File: config.mk
export PLATFORM = sky130hd
export DESIGN_NAME = sorter7_stream_ctrl
export DESIGN_NICKNAME = d
export VERILOG_FILES = /design/src/rtl/sorter7_pkg.sv /design/src/rtl/sorter7_window.sv /design/src/rtl/sorter7_stream_ctrl.sv
export SDC_FILE = /design/constraint.sdc
export NUM_CORES = 1
export LEC_CHECK = 0
export ABC_CLOCK_PERIOD_IN_PS = 6800
export BUFFER_PORTS_ARGS = -buffer_cell sky130_fd_sc_hd__buf_2
export CORE_MARGIN = 5
export CORE_UTILIZATION = 30
export DETAILED_ROUTE_END_ITERATION = 12
export SETUP_SLACK_MARGIN = 0.1
export SYNTH_ARGS = -nofsm -noshare
export SYNTH_HDL_FRONTEND = slang
export SYNTH_SLANG_ARGS = --single-unit
File: constraint.sdc
create_clock -name clk -period 6.8 [get_ports clk]
set_clock_uncertainty 0.05 [all_clocks]
set_input_delay 1.36 -clock clk [delete_from_list [all_inputs] [get_ports clk]]
set_output_delay 1.36 -clock clk [all_outputs]
set_load 0.02 [all_outputs]
File: src/rtl/sorter7_pkg.sv
// sorter7_pkg: shared constants and types for the sorter7 stream controller.
//   WIN_LEN        sliding window length (sorter7 has seven inputs)
//   CENTER_IDX     window slot holding the sample being judged
//   FLUSH_LEN      bubble shifts needed to drain a line's tail
//   DATA_WIDTH_DEF default sample width
package sorter7_pkg;

    localparam int unsigned WIN_LEN        = 7;
    localparam int unsigned CENTER_IDX     = 3;
    localparam int unsigned FLUSH_LEN      = 3;
    localparam int unsigned DATA_WIDTH_DEF = 8;

    typedef enum logic {RUN, FLUSH} state_t;

    typedef logic [DATA_WIDTH_DEF-1:0] sample_t;

endpackage

File: src/rtl/sorter7_window.sv
// sorter7_window: 7-slot sample shift register with a per-slot valid mask.
// Ports:
//   clk, rst      clock, synchronous active-high reset
//   shift         advance the window by one slot this cycle
//   bubble        the shifted-in slot is a flush bubble (mask bit 0)
//   clear         zero the whole mask on this shift (end of a line flush)
//   din           value entering slot 0
//   taps          slots 0..5 (slot 0 newest), used as sorter inputs 2..7
//   center_valid  mask bit of the slot that becomes the centre on the next shift
//   full          mask will be all ones after this cycle's shift
module sorter7_window
    import sorter7_pkg::*;
#(
    parameter int unsigned DATA_WIDTH = DATA_WIDTH_DEF
) (
    input  logic                                 clk,
    input  logic                                 rst,
    input  logic                                 shift,
    input  logic                                 bubble,
    input  logic                                 clear,
    input  logic [DATA_WIDTH-1:0]                din,
    output logic [WIN_LEN-2:0][DATA_WIDTH-1:0]   taps,
    output logic                                 center_valid,
    output logic                                 full
);

    logic [WIN_LEN-1:0][DATA_WIDTH-1:0] w;
    logic [WIN_LEN-1:0]                 m;

    always_ff @(posedge clk) begin
        if (rst) begin
            w <= '0;
            m <= '0;
        end else if (shift) begin
            w <= {w[WIN_LEN-2:0], din};
            m <= clear ? '0 : {m[WIN_LEN-2:0], !bubble};
        end
    end

    assign taps         = w[WIN_LEN-2:0];
    assign center_valid = m[CENTER_IDX-1];
    // Post-shift view: the sorter sees the next window, so "full" must too.
    assign full         = (&m[WIN_LEN-2:0]) && !bubble;

    // The oldest slot falls off the sorter; it is kept only to complete the window.
    logic unused_tail;
    assign unused_tail = ^{w[WIN_LEN-1], m[WIN_LEN-1]};

endmodule

File: src/rtl/sorter7_stream_ctrl.sv
// sorter7_stream_ctrl: impulse-noise filter sequencing an external sorter7
// over a line-based sample stream.
// Ports:
//   clk, rst                    clock, synchronous active-high reset
//   in_data/in_valid/in_ready   input sample stream, in_last marks end of line
//   out_data/out_valid/out_ready filtered output stream
//   out_noise                   out_data is a median replacement
//   srt_1..srt_7                sorter inputs (srt_1 newest), next window
//   srt_min/srt_med/srt_max     combinational sorter results
//   noise_cnt                   saturating count of replaced samples
//                               (only when NOISE_STATS_EN is defined)
module sorter7_stream_ctrl
    import sorter7_pkg::*;
#(
    parameter int unsigned DATA_WIDTH   = DATA_WIDTH_DEF,
    parameter int unsigned NOISE_THRESH = 32
) (
    input  logic                  clk,
    input  logic                  rst,
    input  logic [DATA_WIDTH-1:0] in_data,
    input  logic                  in_valid,
    output logic                  in_ready,
    input  logic                  in_last,
    output logic [DATA_WIDTH-1:0] out_data,
    output logic                  out_valid,
    input  logic                  out_ready,
    output logic                  out_noise,
`ifdef NOISE_STATS_EN
    output logic [15:0]           noise_cnt,
`endif
    output logic [DATA_WIDTH-1:0] srt_1,
    output logic [DATA_WIDTH-1:0] srt_2,
    output logic [DATA_WIDTH-1:0] srt_3,
    output logic [DATA_WIDTH-1:0] srt_4,
    output logic [DATA_WIDTH-1:0] srt_5,
    output logic [DATA_WIDTH-1:0] srt_6,
    output logic [DATA_WIDTH-1:0] srt_7,
    input  logic [DATA_WIDTH-1:0] srt_min,
    input  logic [DATA_WIDTH-1:0] srt_med,
    input  logic [DATA_WIDTH-1:0] srt_max
);

    localparam logic [DATA_WIDTH-1:0] THRESH = DATA_WIDTH'(NOISE_THRESH);

    state_t                            state, state_next;
    logic [1:0]                        flush_cnt, flush_cnt_next;
    logic                              adv, accept, bubble, shift, win_clear;
    logic                              center_valid, full, noise;
    logic [DATA_WIDTH-1:0]             incoming, center, spread;
    logic [WIN_LEN-2:0][DATA_WIDTH-1:0] taps;

    assign adv      = !out_valid || out_ready;
    assign in_ready = (state == RUN) && adv && !rst;
    assign accept   = in_valid && in_ready;
    assign bubble   = (state == FLUSH);
    assign shift    = accept || (bubble && adv);
    assign incoming = bubble ? '0 : in_data;

    sorter7_window #(
        .DATA_WIDTH (DATA_WIDTH)
    ) u_window (
        .clk          (clk),
        .rst          (rst),
        .shift        (shift),
        .bubble       (bubble),
        .clear        (win_clear),
        .din          (incoming),
        .taps         (taps),
        .center_valid (center_valid),
        .full         (full)
    );

    // Sorter always sees the window as it will be after this cycle's shift.
    assign srt_1 = incoming;
    assign srt_2 = taps[0];
    assign srt_3 = taps[1];
    assign srt_4 = taps[2];
    assign srt_5 = taps[3];
    assign srt_6 = taps[4];
    assign srt_7 = taps[5];

    // Slot 2 moves into the centre slot on the shift.
    assign center = taps[CENTER_IDX-1];
    assign spread = srt_max - srt_min;
    assign noise  = full && ((center == srt_min) || (center == srt_max)) && (spread >= THRESH);

    always_comb begin
        state_next     = state;
        flush_cnt_next = flush_cnt;
        win_clear      = 1'b0;
        case (state)
            RUN: begin
                if (accept && in_last) begin
                    state_next     = FLUSH;
                    flush_cnt_next = '0;
                end
            end
            FLUSH: begin
                if (adv) begin
                    if (flush_cnt == 2'(FLUSH_LEN - 1)) begin
                        state_next     = RUN;
                        flush_cnt_next = '0;
                        win_clear      = 1'b1;
                    end else begin
                        flush_cnt_next = flush_cnt + 2'd1;
                    end
                end
            end
            default: state_next = RUN;
        endcase
    end

    always_ff @(posedge clk) begin
        if (rst) begin
            state     <= RUN;
            flush_cnt <= '0;
            out_valid <= 1'b0;
            out_data  <= '0;
            out_noise <= 1'b0;
        end else begin
            state     <= state_next;
            flush_cnt <= flush_cnt_next;
            if (shift && center_valid) begin
                out_valid <= 1'b1;
                out_data  <= noise ? srt_med : center;
                out_noise <= noise;
            end else if (out_valid && out_ready) begin
                out_valid <= 1'b0;
            end
        end
    end

`ifdef NOISE_STATS_EN
    always_ff @(posedge clk) begin
        if (rst) begin
            noise_cnt <= '0;
        end else if (shift && center_valid && noise && (noise_cnt != 16'hFFFF)) begin
            noise_cnt <= noise_cnt + 16'd1;
        end
    end
`else
    // Statistics counter not built.
`endif

endmodule

### After elaboration in Yosys (flattened, before gate mapping)

Cells that the tools add are included.

| word-level totals | value |
|---|---|
| bits in registers | 67 |
| output and inout port bits | 67 |

| operators by class | value |
|---|---|
| add/sub/neg operators | 2 |
| magnitude comparators | 1 |
| equal/unequal tests | 5 |
| muxes and demuxes | 16 |
| bitwise operators | 1 |
| reductions and logical operators | 19 |

Operators with widths:

| cell | number |
|---|---|
| 8-bit == test | 2 |
| 8-bit 2-to-1 mux | 2 |
| 1-bit logical AND | 10 |
| 8-bit by 6-bit greater-or-equal comparator with 1-bit output (second input constant) | 1 |
| 1-bit 2-to-1 mux | 8 |
| 8-bit subtractor | 1 |
| 2-bit 2-to-1 mux | 3 |
| 6-bit 2-to-1 mux | 1 |
| 6-bit AND reduction | 1 |
| 2-bit by 1-bit != test with 1-bit output (second input constant) | 2 |
| 2-bit case mux with 2 select lines | 1 |
| 1-bit logical NOT | 3 |
| 1-bit logical OR | 3 |
| 2-bit by 1-bit adder with 2-bit output (second input constant) | 1 |
| 2-bit == test (second input constant) | 1 |
| 1-bit case mux with 2 select lines | 1 |
| 2-bit AND reduction | 1 |
| 2-bit nonzero test | 1 |
| 1-bit NOT | 1 |

### Depth between registers and ports, before layout

Gate-level depths: netlist (run 1).

| logic depth | value |
|---|---|
| depth in word-level cells | 8 |
| mapped depth | 9 |
| gate-level depth less buffers | 8 |

### By module

Synthesis (run 1) repeated with hierarchy kept, for this count alone.

| unflattened totals | value |
|---|---|
| cell total of the unflattened synthesis | 331 |
| area, all modules | 3129.3 sq um |

Modules (own cells, without submodules):

| module | times used | cells each | area an instance (sq um) | seq. area each (sq um) |
|---|---|---|---|---|
| sorter7_window | 1 | 185 | 1951.9 | 1081.0 |
| sorter7_stream_ctrl | 1 | 146 | 1177.4 | 260.2 |

### Worst setup path after synthesis (run 1)

OpenSTA, ideal clock, no wires.

| timing path | value |
|---|---|
| path kind | input-to-output |
| from | input port out_ready |
| to | output port in_ready |
| arrival | 2.292 ns |
| required time | 5.390 ns |
| slack | 3.098 ns |
| cell stages on the path | 3 |
| cell sequence | nand2b_1 -> clkbuf_1 -> nor3b_1 |

| between the ends | value |
|---|---|
| word-level cells in the longest chain between the ends | 3 |

RTL lines:

| item | RTL line | RTL |
|---|---|---|
| start: declaration | sorter7_stream_ctrl.sv:26 | `input logic out_ready,` |
| 1-bit logical OR | sorter7_stream_ctrl.sv:52 | `assign adv = !out_valid \|\| out_ready;` |
| 1-bit logical AND (2 in a row) | sorter7_stream_ctrl.sv:53 | `assign in_ready = (state == RUN) && adv && !rst;` |
| end: declaration | sorter7_stream_ctrl.sv:22 | `output logic in_ready,` |

No other way between the ends.

### Final worst setup path (run 1)

| timing path | value |
|---|---|
| from | input port rst |
| to | output port in_ready |

| between the ends | value |
|---|---|
| word-level cells in the longest chain between the ends | 2 |

RTL lines:

| item | RTL line | RTL |
|---|---|---|
| start: declaration | sorter7_stream_ctrl.sv:19 | `input logic rst,` |
| 1-bit logical NOT | sorter7_stream_ctrl.sv:53 |  |
| 1-bit logical AND | sorter7_stream_ctrl.sv:53 |  |

No other way between the ends.

==> run summary, run 1 <==
DIE WIDTH - 108 µm
CTS tree - yes
Hold Fails Final Rpt - 0
Hold slack final - 0.409 ns
Buffers on Ports - 103
# resized after CTS - 0
WHS Endpoint - u_window.taps[46]
Worst vdd ir - 0.0965 mV
DR vias - 2735
Met3 wire length - 595 µm
GR Util All Layers - 14.1%
Antenna diodes - 0
Synth cell types - 34
DR WL/cell - 14.2 µm
CP max FO - 60
Worst Hold Depth - 2
Most frequent cells after synthesis - nand2_1 (86), dfxtp_1 (67), a21oi_1 (47)
Outcome - complete, no violations
TritonRoute pass-1 iters - 4
Synthesized area per cell - 8.27 µm²
Share of cells above drive strength 1 - 27.9%
Layout Nets - 483
Max-Cap Viols - 0
Vias in the first global route - 2512
Most used DFF post-synth - dfxtp_1
Synth-to-layout area growth - 29.9%
FF-to-FF setup slack - 4.41 ns
Max Slew Vio Count - 0
Slew headroom - 28.4%
Post-CTS Hold Fix Bufs - 0
Most numerous cell in the Yosys netlist - nand2_1
Initial drt markers - 110
Yosys Warn Count - 0
CTS Buf Count - 9
EDFF count, synth - 0
CP max stage cell - buf_2
FF-to-FF Start - bubble
Die height - 108 µm
Final worst path period share - 58.0%
Final estimated routing congestion in global placement - 0.785
Met2 wire len - 3780 µm
Largest area contributor in the netlist - dfxtp_1
Largest net degree at the start of global routing - 61
Final Routed Wirelength - 8160 µm
Min-Delay Startpoint - u_window.taps[46]
Row Count - 35
DRC viols - 0
I/O pin cnt - 104
Worst setup SP type - input port
Hold/Removal Path Class - reg -> reg
Top cells by area, synth - dfxtp_1 (47%), nand2_1 (11%), a21oi_1 (8.2%)
Crit-path most repeated cell - buf_2
Yosys reg bits - 67
Power, Total - 898 µW
Post-CTS setup buffers - 0
H-tree Lvls - 3
Vias per inst - 4.77
Syn nets - 390
Initial core utilization - 30.8%
Synth top area share - 46.9%
Standby leakage power - 0.00159 µW
Worst path cell trace - buf_2 > nor3b_1 > buf_2
Core ar. - 0.00928 mm²
Fmax - 0.253 GHz
Synth Instances - 346
Global-route wire length before repair - 12900 µm
Critical path capture point type - output pin
Clock-pin slew on the worst setup and hold paths - 0.07 ns
R2R Path End - out_data[4]
Crit path largest cell delay - 0.78 ns
Worst-margin pin slew - 1.07 ns
HPWL Detailed - 5880 µm
DP Cell Count - 557
RSZ-0062 raised after global routing - false
Antenna violations before repair - 0
Die area - 0.0116 mm²
Met1 WL - 3700 µm
Critical path data arrival time - 2.54 ns
Power per standard cell area - 242 mW/mm²
Gr ovfl total - 0
Syn Std Cell Area - 0.00286 mm²
Data required, critical path - 5.39 ns
Root buf cell - clkbuf_8
ANT nets after route - 0
Worst-Skew Late Latency - 0.35 ns
Min cycle time layout - 3.95 ns
Top Layer Used - met4
Worst Reg-to-Reg Cells - 5
Non-filler cells in the finished layout - 573
Post-synthesis async set-or-reset flop share - 0%
Clk buf depth - 2
Sequential share of the synthesized area - 46.9%
Setup Crit Path Kind - in -> out
# setup viols final - 0
Clock sinks - 67
TNS Setup - 0 ns
[worst max-delay path by stage]
stage	start	to	slack, ns
after floorplan	out_ready	in_ready	3.10
after global placement	rst	in_ready	2.85
after detailed placement	rst	u_window.m[5]	2.82
after CTS	rst	in_ready	2.83
after global routing	rst	in_ready	2.69
final	rst	in_ready	2.85
[flip-flops by register name (all words and copies together), names as in the netlist]
register,flops
out_valid,1
flush_cnt,2
u_window.m,6
out_data,8
bubble,1
u_window.taps,48
out_noise,1
[cells by family (layout without fill, tap and decap cells)]
logic type,Yosys count,in the layout,synth area share [%]
AOI/OAI and AO/OA,86,86,19.2
xor gates and xnor gates,17,17,5.20
adders and majority gates,7,7,3.06
and+or+nand+nor,140,140,21.7
DFF,67,67,46.9
buffers and inverters,29,127,3.93
[critical path: cells and delay by family]
kind / cells / cell delay [ns]
buffers and inverters: 2 / 1.00
AND/OR/NAND/NOR: 1 / 0.17
[report_power, final]
group | internal [µW] | leakage [µW] | switching, µW
Clock | 247 | 0.000120 | 164
Sequential | 398 | 0.000541 | 6.58
Combinational | 28.9 | 0.000932 | 54.7
[layout make-up]
type                            instances  area [µm²]
Inverter                                7        26.3
Multi-Input combinational cell        250        1420
Timing Repair Buffer                  104         523
Fill cell                             988        5560
Tap cell                              129         161
Sequential cell                        67        1340
Clock inverter                          7         124
Clock buffer                            9         124
[cell usage in the layout, fill, tap and decap left out, types with 2 or more instances in the layout]
| cell | count |
|---|---|
| a22o_1 | 11 |
| nor3_1 | 4 |
| nand2_1 | 86 |
| ha_1 | 7 |
| nand2b_1 | 2 |
| and2_1 | 2 |
| o21ai_0 | 9 |
| nor2b_1 | 10 |
| nor4_1 | 4 |
| a311oi_1 | 8 |
| bufinv_16 | 3 |
| inv_1 | 7 |
| a22oi_1 | 2 |
| inv_6 | 2 |
| buf_2 | 103 |
| clkbuf_8 | 9 |
| nand3_1 | 12 |
| dfxtp_1 | 67 |
| a21oi_1 | 47 |
| nor3b_1 | 3 |
| nor2_1 | 13 |
| xor2_1 | 16 |
[metal layers]
layer / vias to the layer above / track usage, %
li1: 1374 / -
met5: - / 0
met4: 0 / 4.60
met2: 82 / 21.9
met1: 1273 / 18.4
met3: 6 / 4.62
[stage by stage]
stage | area, µm² | setup slack, ns | util, %
2_1_floorplan | 2860 | 3.10 | -
3_3_place_gp | 3470 | 2.85 | 37.4
3_5_place_dp | 3470 | 2.82 | 37.4
4_1_cts | 3720 | 2.83 | 40.1
5_1_grt | 3720 | 2.69 | 40.1
6_report | 3720 | 2.85 | 40.1
(Power assumes the default switching activity.)
==> run 2: changes to the inputs <==
ABC_AREA = 1   (was default)
ABC_CLOCK_PERIOD_IN_PS = 3980   (was 6800)
clock period = 3.98 ns   (was 6.8 ns; I/O delays follow)
==> run 2 against run 1 <==
Register-to-register slack got worse by 2.8 ns. Total power is 86% higher. Critical path depth is 5 higher. Combinational power increased to 3.9 times the previous value. Die area is 8.7% higher. Cell area is 5.8% higher. Synthesized cell count grew 29%. Largest power group is now sequential cells. Sequential power grew 90%. Worst hold slack gained 0.018 ns.
==> run summary, run 2 <==
H-tree Lvls - 3
Area occupied by multi-input gates - 0.00147 mm²
Initial drt markers - 196
Synthesized area per cell - 7.02 µm²
ANT nets after route - 0
Die area - 0.0126 mm²
Switching power total - 541 µW
TNS Setup - 0 ns
Hold Fails Final Rpt - 0
Final worst path period share - 61.3%
DRC viols - 0
Share of cells above drive strength 1 - 24.7%
Die height - 112 µm
EDFF count, synth - 0
Most numerous cell in the Yosys netlist - nor2_1
Clock sinks - 67
Worst-Skew Late Latency - 0.34 ns
Sequential share of the synthesized area - 42.8%
Synth-to-layout area growth - 25.5%
CP max FO - 53
Hold/Removal Path Class - reg -> reg
Largest net degree at the start of global routing - 54
Layout Nets - 589
Logic gate share of total power - 19.7%
Sw Ratio - 32.4%
FF-to-FF setup slack - 1.66 ns
RSZ-0062 raised after global routing - false
Most used DFF post-synth - dfxtp_1
Global-route wire length before repair - 14300 µm
CTS tree - yes
Synth Instances - 447
Row Count - 37
FF-to-FF Start - bubble
CTS Buf Count - 9
TritonRoute pass-1 iters - 4
Max Slew Vio Count - 0
Critical path data arrival time - 2.66 ns
Data required, critical path - 4.19 ns
Setup Crit Path Kind - in -> reg
WHS Endpoint - u_window.taps[11]
Placed inst area - 0.00374 mm²
I/O pin cnt - 104
Fmax - 0.410 GHz
Core ar. - 0.0103 mm²
Worst vdd ir - 0.214 mV
Vias in the first global route - 2956
Post-CTS Hold Fix Bufs - 0
Clk buf depth - 2
Worst setup SP type - input port
R2R Path End - u_window.taps[6]
Power per standard cell area - 424 mW/mm²
Largest area contributor in the netlist - dfxtp_1
DIE WIDTH - 112 µm
DR vias - 3070
# resized after CTS - 0
Post-synthesis async set-or-reset flop share - 0%
DR WL/cell - 12.7 µm
GR Util All Layers - 13.8%
Critical path capture point type - register
Clock power share - 34.3%
Syn Std Cell Area - 0.00314 mm²
Worst-margin pin slew - 0.687 ns
Final Routed Wirelength - 8720 µm
Design area - 0.00394 mm²
Buffers on Ports - 103
Clock-pin slew on the worst setup and hold paths - 0.08 ns
# setup viols final - 0
Antenna violations before repair - 0
Top cells by area, synth - dfxtp_1 (43%), nor2_1 (9.8%), nand2_1 (9.7%)
Synth cell types - 29
Worst Reg-to-Reg Cells - 6
Max-Cap Viols - 0
Antenna diodes - 0
Internal power - 1130 µW
Worst Hold Depth - 2
Yosys Warn Count - 0
Most frequent cells after synthesis - nor2_1 (82), nand2_1 (81), dfxtp_1 (67)
Number of flip-flops in the largest register - 48
Outcome - complete, no violations
Vias per inst - 4.48
Slew headroom - 54.1%
Initial core utilization - 30.5%
Post-CTS setup buffers - 0
Syn nets - 491
Final estimated routing congestion in global placement - 0.807
Gr ovfl total - 0
Fillcell total - 1110
HPWL Detailed - 6480 µm
Yosys reg bits - 67
Commonest non-fill, non-tap cells in the layout - buf_2 (103), nor2_1 (82), nand2_1 (81)
Min-Delay Startpoint - u_window.taps[3]
Synth top area share - 42.8%
Reg power frac - 46.0%
FF/Latch Area - 0.00134 mm²
Min cycle time layout - 2.44 ns
Root buf cell - clkbuf_8
Commonest non-fill, non-tap cell in the layout - buf_2
Standby leakage power - 0.00200 µW
-- run 2: changes by cell type in the layout (fill, tap and decap cells not counted), sizes merged, moves of 5 or more --
| cell | previous run | this run |
|---|---|---|
| xnor2 | 1 | 11 |
| xor2 | 16 | 1 |
| inv | 9 | 61 |
| a311oi | 8 | 0 |
| nand3 | 12 | 28 |
| nor2 | 13 | 83 |
| o21ai | 10 | 52 |
| a21oi | 47 | 27 |
| a22o | 11 | 0 |
| nor4 | 5 | 0 |
| nor2b | 10 | 0 |
-- run 2: power groups by stage --
stage	clock [µW]	combinational [µW]	sequential, µW
final	572	328	768
after global routing	620	369	775
after CTS	589	331	768
after detailed placement	0	329	782
after global placement	0	325	783
after floorplan	0	173	824
-- run 2: worst max-delay path by stage --
stage                     from  cells after the start  slack, ns          endpoint
finish               out_ready                      8       1.54  u_window.taps[6]
CTS                  out_ready                      8       1.55  u_window.taps[6]
detailed placement   out_ready                      8       1.19  u_window.taps[6]
global placement     out_ready                      8       1.26  u_window.taps[1]
floorplan           srt_min[2]                     13       1.80       out_data[2]
global route         out_ready                      8       1.31  u_window.taps[6]
-- run 2: cell families after synthesis --
kind of cell	synth area share [%]
buffers and inverters	10.3
xor gates and xnor gates	3.35
and+or+nand+nor	27.6
adders and majority gates	2.79
AOI/OAI and AO/OA	13.2
DFF	42.8
-- run 2: area by class of cell --
| cell class | count | area share (%) |
|---|---|---|
| multi-input combinational | 303 | 37.4 |
| sequential | 67 | 34.1 |
| timing repair buffer | 104 | 13.3 |
| inverter | 60 | 5.85 |
| tap | 136 | 4.32 |
| clock buffer | 9 | 3.15 |
| clock inverter | 7 | 1.94 |
-- run 2: metal layers --
layer	routed length (µm)	vias to the layer above	GRT usage, %
met1	4160	1373	18.4
met4	89	0	2.88
met5	0	-	0
li1	-	1597	-
met3	651	9	5.23
met2	3820	91	21.5
-- run 2: worst max-delay path, stage by stage --
cell,delay [ns]
buf_2,0.10
nor2_2,0.19
nor2_1,0.09
inv_2,0.11
nand2_4,0.26
inv_2,0.58
nand2_1,0.28
o21ai_0,0.23
-- run 2: metrics by stage --
stage	instances	util [%]	hold slack (ns)	setup WS (ns)	total power, µW
floorplan	447	-	0.394	1.80	996
global placement	670	36.4	0.409	1.26	1110
detailed placement	670	36.4	0.421	1.19	1110
CTS	686	38.3	0.432	1.55	1690
finish	686	38.3	0.427	1.54	1670
global route	686	38.3	0.457	1.31	1760
